### config.mk
export PLATFORM = sky130hd
export DESIGN_NAME = rdout_seq
export DESIGN_NICKNAME = d
export VERILOG_FILES = /design/src/rtl/rdout_seq.sv
export SDC_FILE = /design/constraint.sdc
export NUM_CORES = 1
export LEC_CHECK = 0
export CAP_MARGIN = 20
export CORE_UTILIZATION = 30
export CTS_BUF_LIST = sky130_fd_sc_hd__clkbuf_2
export CTS_CLUSTER_DIAMETER = 150
export DETAILED_ROUTE_END_ITERATION = 10
export PLACE_DENSITY = 0.54
export SYNTH_ARGS = -nofsm -noshare
export SYNTH_HDL_FRONTEND = slang
export SYNTH_SLANG_ARGS = --single-unit
### constraint.sdc
create_clock -name CLK -period 2.05 [get_ports CLK]
set_input_delay 0.3075 -clock CLK [delete_from_list [all_inputs] [get_ports CLK]]
set_output_delay 0.3075 -clock CLK [all_outputs]
set_load 0.005 [all_outputs]
### src/rtl/rdout_seq.sv
// rdout_seq: readout sequencer between the trigger/block FIFO and the ADC readout path.
// Pops one SCA-block descriptor at a time and frames it as header, one word per
// selected sample position, and trailer, then pops the FIFO(s) and waits a holdoff gap.
// Optional feature macro: RDSEQ_CHKSUM_EN appends an XOR checksum word after each trailer.
// TMR=1 keeps three copies of the state, holdoff and word-count registers behind a vote.
module rdout_seq #(
  parameter int TMR     = 0,
  parameter int HOLDOFF = 2
) (
  input  logic        CLK,
  input  logic        RST,
  input  logic        TEMPTY,
  input  logic [3:0]  BLKOUT,
  input  logic [7:0]  L1POUT,
  input  logic [7:0]  NL1ABLK,
  input  logic        SCND_BLK,
  input  logic [5:0]  L1ANUM,
  input  logic        DOUT_RDY,
  output logic [15:0] DOUT,
  output logic        DOUT_VALID,
  output logic        TRGDONE,
  output logic        POPL1AN,
  output logic        BUSY
);

`ifdef RDSEQ_CHKSUM_EN
  typedef enum logic [2:0] {
    ST_IDLE = 3'd0,
    ST_LOAD = 3'd1,
    ST_HDR  = 3'd2,
    ST_SAMP = 3'd3,
    ST_TRL  = 3'd4,
    ST_CHK  = 3'd5,
    ST_POP  = 3'd6,
    ST_GAP  = 3'd7
  } state_t;
`else
  typedef enum logic [2:0] {
    ST_IDLE = 3'd0,
    ST_LOAD = 3'd1,
    ST_HDR  = 3'd2,
    ST_SAMP = 3'd3,
    ST_TRL  = 3'd4,
    ST_POP  = 3'd5,
    ST_GAP  = 3'd6
  } state_t;
`endif

  localparam logic [2:0] HOLD_INIT = 3'(HOLDOFF);

  state_t      state_q;
  state_t      state_d;
  logic [2:0]  hold_q;
  logic [2:0]  hold_d;
  logic [7:0]  wcnt_q;
  logic [7:0]  wcnt_d;

  logic [3:0]  blk_q;
  logic [7:0]  mask_q;
  logic [7:0]  nl1a_q;
  logic [5:0]  l1a_q;
  logic        end_evt_q;

  logic [2:0]  cur_idx;
  logic [7:0]  mask_next;
  logic        accept;

`ifdef RDSEQ_CHKSUM_EN
  logic [15:0] chk_q;
  logic [15:0] chk_d;
`endif

  assign accept    = DOUT_VALID & DOUT_RDY;
  assign mask_next = mask_q & (mask_q - 8'd1);
  assign BUSY      = (state_q != ST_IDLE);

  generate
    if (TMR != 0) begin : g_tmr
      logic [2:0] state_r [3];
      logic [2:0] hold_r  [3];
      logic [7:0] wcnt_r  [3];

      // Three identical copies of the control registers, all fed from the same next values
      always_ff @(posedge CLK) begin
        for (int k = 0; k < 3; k++) begin
          if (RST) begin
            state_r[k] <= ST_IDLE;
            hold_r[k]  <= 3'd0;
            wcnt_r[k]  <= 8'd0;
          end else begin
            state_r[k] <= state_d;
            hold_r[k]  <= hold_d;
            wcnt_r[k]  <= wcnt_d;
          end
        end
      end

      assign state_q = state_t'((state_r[0] & state_r[1]) | (state_r[0] & state_r[2]) |
                                (state_r[1] & state_r[2]));
      assign hold_q  = (hold_r[0] & hold_r[1]) | (hold_r[0] & hold_r[2]) | (hold_r[1] & hold_r[2]);
      assign wcnt_q  = (wcnt_r[0] & wcnt_r[1]) | (wcnt_r[0] & wcnt_r[2]) | (wcnt_r[1] & wcnt_r[2]);
    end else begin : g_single
      // Single copy of the control registers
      always_ff @(posedge CLK) begin
        if (RST) begin
          state_q <= ST_IDLE;
          hold_q  <= 3'd0;
          wcnt_q  <= 8'd0;
        end else begin
          state_q <= state_d;
          hold_q  <= hold_d;
          wcnt_q  <= wcnt_d;
        end
      end
    end
  endgenerate

  // Capture the head descriptor on LOAD and retire one mask bit per accepted sample word
  always_ff @(posedge CLK) begin
    if (RST) begin
      blk_q     <= 4'd0;
      mask_q    <= 8'd0;
      nl1a_q    <= 8'd0;
      l1a_q     <= 6'd0;
      end_evt_q <= 1'b0;
    end else if (state_q == ST_LOAD) begin
      blk_q     <= BLKOUT;
      mask_q    <= L1POUT;
      nl1a_q    <= NL1ABLK;
      l1a_q     <= L1ANUM;
      end_evt_q <= SCND_BLK | ~L1POUT[7];
    end else if ((state_q == ST_SAMP) && accept) begin
      mask_q    <= mask_next;
    end
  end

`ifdef RDSEQ_CHKSUM_EN
  // Running XOR of the words of the current event
  always_ff @(posedge CLK) begin
    if (RST) begin
      chk_q <= 16'h0000;
    end else begin
      chk_q <= chk_d;
    end
  end
`endif

  // Lowest remaining mask bit is the sample position currently being emitted
  always_comb begin
    cur_idx = 3'd0;
    for (int i = 7; i >= 0; i--) begin
      if (mask_q[i]) begin
        cur_idx = 3'(i);
      end
    end
  end

  // Next-state, holdoff counter, event word count and checksum updates
  always_comb begin
    state_d = state_q;
    hold_d  = hold_q;
    wcnt_d  = wcnt_q;
`ifdef RDSEQ_CHKSUM_EN
    chk_d   = chk_q;
`endif
    case (state_q)
      ST_IDLE: begin
        if (!TEMPTY && (hold_q == 3'd0)) begin
          state_d = ST_LOAD;
        end
      end
      ST_LOAD: begin
        if (!SCND_BLK) begin
          state_d = ST_HDR;
        end else if (L1POUT != 8'd0) begin
          state_d = ST_SAMP;
        end else begin
          state_d = ST_TRL;
        end
      end
      ST_HDR: begin
        if (accept) begin
          wcnt_d = 8'd0;
`ifdef RDSEQ_CHKSUM_EN
          chk_d  = DOUT;
`endif
          if (mask_q != 8'd0) begin
            state_d = ST_SAMP;
          end else if (end_evt_q) begin
            state_d = ST_TRL;
          end else begin
            state_d = ST_POP;
          end
        end
      end
      ST_SAMP: begin
        if (accept) begin
          wcnt_d = wcnt_q + 8'd1;
`ifdef RDSEQ_CHKSUM_EN
          chk_d  = chk_q ^ DOUT;
`endif
          if (mask_next == 8'd0) begin
            state_d = end_evt_q ? ST_TRL : ST_POP;
          end
        end
      end
      ST_TRL: begin
        if (accept) begin
`ifdef RDSEQ_CHKSUM_EN
          chk_d   = chk_q ^ DOUT;
          state_d = ST_CHK;
`else
          state_d = ST_POP;
`endif
        end
      end
`ifdef RDSEQ_CHKSUM_EN
      ST_CHK: begin
        if (accept) begin
          state_d = ST_POP;
        end
      end
`endif
      ST_POP: begin
        hold_d  = HOLD_INIT;
        state_d = ST_GAP;
        if (end_evt_q) begin
          wcnt_d = 8'd0;
`ifdef RDSEQ_CHKSUM_EN
          chk_d  = 16'h0000;
`endif
        end
      end
      ST_GAP: begin
        if (hold_q != 3'd0) begin
          hold_d = hold_q - 3'd1;
        end
        if (hold_q <= 3'd1) begin
          state_d = ST_IDLE;
        end
      end
      default: begin
        state_d = ST_IDLE;
        hold_d  = 3'd0;
      end
    endcase
  end

  // Output words and FIFO pop pulses decoded from the current state
  always_comb begin
    DOUT       = 16'h0000;
    DOUT_VALID = 1'b0;
    TRGDONE    = 1'b0;
    POPL1AN    = 1'b0;
    case (state_q)
      ST_HDR: begin
        DOUT_VALID = 1'b1;
        DOUT       = {2'b10, l1a_q, nl1a_q};
      end
      ST_SAMP: begin
        DOUT_VALID = 1'b1;
        DOUT       = {2'b01, 6'b000000, blk_q, 1'b0, cur_idx};
      end
      ST_TRL: begin
        DOUT_VALID = 1'b1;
        DOUT       = {2'b11, l1a_q, wcnt_q};
      end
`ifdef RDSEQ_CHKSUM_EN
      ST_CHK: begin
        DOUT_VALID = 1'b1;
        DOUT       = chk_q;
      end
`endif
      ST_POP: begin
        TRGDONE = 1'b1;
        POPL1AN = end_evt_q;
      end
      default: begin
      end
    endcase
  end

endmodule

==> summary.txt <==
Run status
  – Status: complete, no violations

Job
  – Max Cap Violations: 0

Global routing
  – Vias in the first global route: 2294
  – Largest net degree at the start of global routing: 19
  – All-Layer GR Usage: 0.181
  – Initial antenna violation count: 0
  – First-pass GRT wire length: 11.0 mm
  – GRT Residual Overflow: 0

Setup path
  – Critical Path RT: 1.74 ns
  – Slowest cell on crit path: dfxtp_2
  – CP max FO: 4
  – Top cell by count, worst path: buf_6
  – Max incr delay on CP: between 0.3 and 0.4 ns
  – CP Capture Type: output port
  – Worst setup SP type: flop
  – CP arrival: ~1.7 ns
  – Critical path type: flop to output port
  – CP cell instances: buf_6 > nor2b_4 > buf_4 > buf_6 > buf_6 > a22oi_2 > o21ai_1 > buf_2

Final layout
  – Flip-flop and latch area: 833 um^2
  – Final Non-Filler Cells: 470
  – Final instance area: about 3200 um^2
  – Diode count: 0
  – Layout cell share with drive strength beyond 1: 0.251
  – Nets: 405
  – Commonest cells after routing, fill and taps aside: nand2_1, a21oi_1, dfxtp_1
  – Fillers: 776
  – Layout Area Growth over Synthesis: 45.4%
  – Most common cell after layout, fill and taps aside: nand2_1
  – Multi-input gate area: 1390 um^2
  – Post-Route Utilization: 0.449

Synth
  – Post-synth ARST share: 0
  – Syn Inst Count: 292
  – Register area share after synthesis: 0.369
  – Synth top area cells: dfxtp_1, nand2_1, a21oi_1
  – Yosys warns: 0
  – Synthesized cell area: 2230 um^2
  – Post-synth EDFFs: 0
  – Cell accounting for the most synthesized area: dfxtp_1
  – Syn avg cell area: 7.63 um^2
  – Top FF cell, synth: dfxtp_1
  – Post-synth top area share: 0.369
  – Synthesized flop and latch total: 41
  – Cell variety after synth: 52
  – Syn nets: 327

STA
  – Worst Max-Slew Pin Slew: 0.427 ns
  – Skew final: 0.0196 ns
  – RSZ-0062 raised after global routing: true
  – Final Hold Viols: 0
  – Final setup fails: 0
  – Fmax: 491 MHz
  – Period utilisation layout: 0.994
  – Slew HR: 0.708
  – Final WS setup: 0.0118 ns
  – Hold Slack: 0.368 ns
  – Final Max Slew Viols: 0
  – Min cycle time layout: 2.04 ns
  – Total negative slack: 0 ns

Routing
  – Vias: approximately 2300
  – Via/cell ratio: between 4 and 5
  – DRT antenna net count: 0
  – WL/cell: 13.8 um
  – Detailed Route WL: 6.48 mm
  – Initial DRC Count: 79
  – Residual DRC: 0
  – TritonRoute pass-1 iters: 4

Place
  – Dpl ws: 0.0346 ns
  – Placed Instance Area: 2960 um^2
  – Gpl congestion: a little under 0.8
  – Placed Cells incl. Taps: 446
  – Port Buf Inserts: 50
  – DP HPWL: 4.45 mm

Clocking
  – Clk slew on worst S/H paths: 0.26 ns
  – Clk_lat worst skew: 0.44 ns
  – Max H-tree Level: 2
  – Hold buffers post-CTS: 0
  – CTS Sinks: a little over 40
  – CTS tree: done
  – CTS Buf Count: 5
  – Clock buffer depth: 2
  – Root Driver: clkbuf_2

Die
  – I/O pin cnt: 51
  – Die Y: 88.2 um
  – Std cell rows: 31
  – Die Area: 7770 um^2
  – Chip Width: between 80 and 90 um
  – Core area: 7210 um^2
  – Initial core utilization: 0.309

Power and ir drop
  – Worst vdd ir: 0.000411 V
  – Power Density: between 1000 and 1500 nW/um^2
  – Pleak: 1.31 nW
  – Final Total Pwr: 3.66 mW

Min path
  – Min-Delay Path Class: input pin to flop
[final timing paths]
kind                                 start          to  slack (ns)  cells past startpoint
worst max register to register   hold_q[0]  state_q[1]        0.12                      7
worst min register to register   nl1a_q[2]   nl1a_q[2]        0.47                      2
worst max-delay path            state_q[2]     DOUT[1]        0.01                      8
worst min-delay path             L1ANUM[3]    l1a_q[3]        0.37                      3
[cell usage after synthesis, types with 3 or more instances]
master    number
nand3_1        3
nor2b_1        5
xor2_1         6
nand2_1       56
mux2i_1        5
buf_2          7
nor3_1         4
inv_1          6
nor2_1        29
clkbuf_1       9
a22oi_1        7
ha_1           4
or4_1          3
a31oi_1        3
a211oi_1       3
dfxtp_1       41
nand4_1        4
a21oi_1       36
and3_1         3
and2_1         8
a21o_1         3
nand2b_1       3
o21ai_0       13
[flip-flops by register name, summed over array words and instances (netlist names)]
name and flops:
blk_q 4, wcnt_q 8, state_q 3, nl1a_q 8, hold_q 3, end_evt_q 1, l1a_q 6, mask_q 8
[worst max-delay path, delay by kind of cell (launching register included)]
family | cells | cell delay, ns
compound gates | 2 | 0.20
buf+inv | 5 | 0.55
simple gates | 1 | 0.15
flops | 1 | 0.39
[area by class of cell]
| class | instances | area share |
|---|---|---|
| clock buffers | 5 | 0.00773 |
| clock inverters | 3 | 0.00773 |
| inverters | 7 | 0.00927 |
| multi-input cells | 227 | 0.429 |
| flip-flops and latches | 41 | 0.257 |
| well taps | 99 | 0.0383 |
| repair buffers | 88 | 0.251 |
[metal layers]
layer,vias up,share of wire,global-route usage
li1,1186,-,-
met1,1068,0.47,0.237
met2,60,0.47,0.299
met3,5,0.048,0.0358
met4,0,0.0090,0.0572
met5,-,0,0
[timing repair]
| item | 4_1_cts | 5_1_grt |
|---|---|---|
| buffers inserted | 12 | 7 |
| pin swaps | 2 | 5 |
| endpoints found under the setup margin | 20 | 20 |
| resized for setup | 67 | 50 |
[cell families after synthesis]
family / Yosys count / share of synthesized area
DFF: 41 / 0.369
adders and majority gates: 5 / 0.0270
and+or+nand+nor: 127 / 0.275
muxes: 5 / 0.0225
buffers and inverters: 24 / 0.0444
xor gates and xnor gates: 7 / 0.0275
AOI/OAI and AO/OA: 83 / 0.235
[report_power, final]
group | switching, mW | internal (mW) | total (mW) | leakage [nW]
Clock | 0.311 | 0.0931 | 0.405 | 0.0300
Combinational | 1.06 | 1.05 | 2.11 | 0.948
Sequential | 0.161 | 0.979 | 1.14 | 0.337
Total | 1.53 | 2.13 | 3.66 | 1.31
Note: power is estimated with default switching activity, not from simulation.
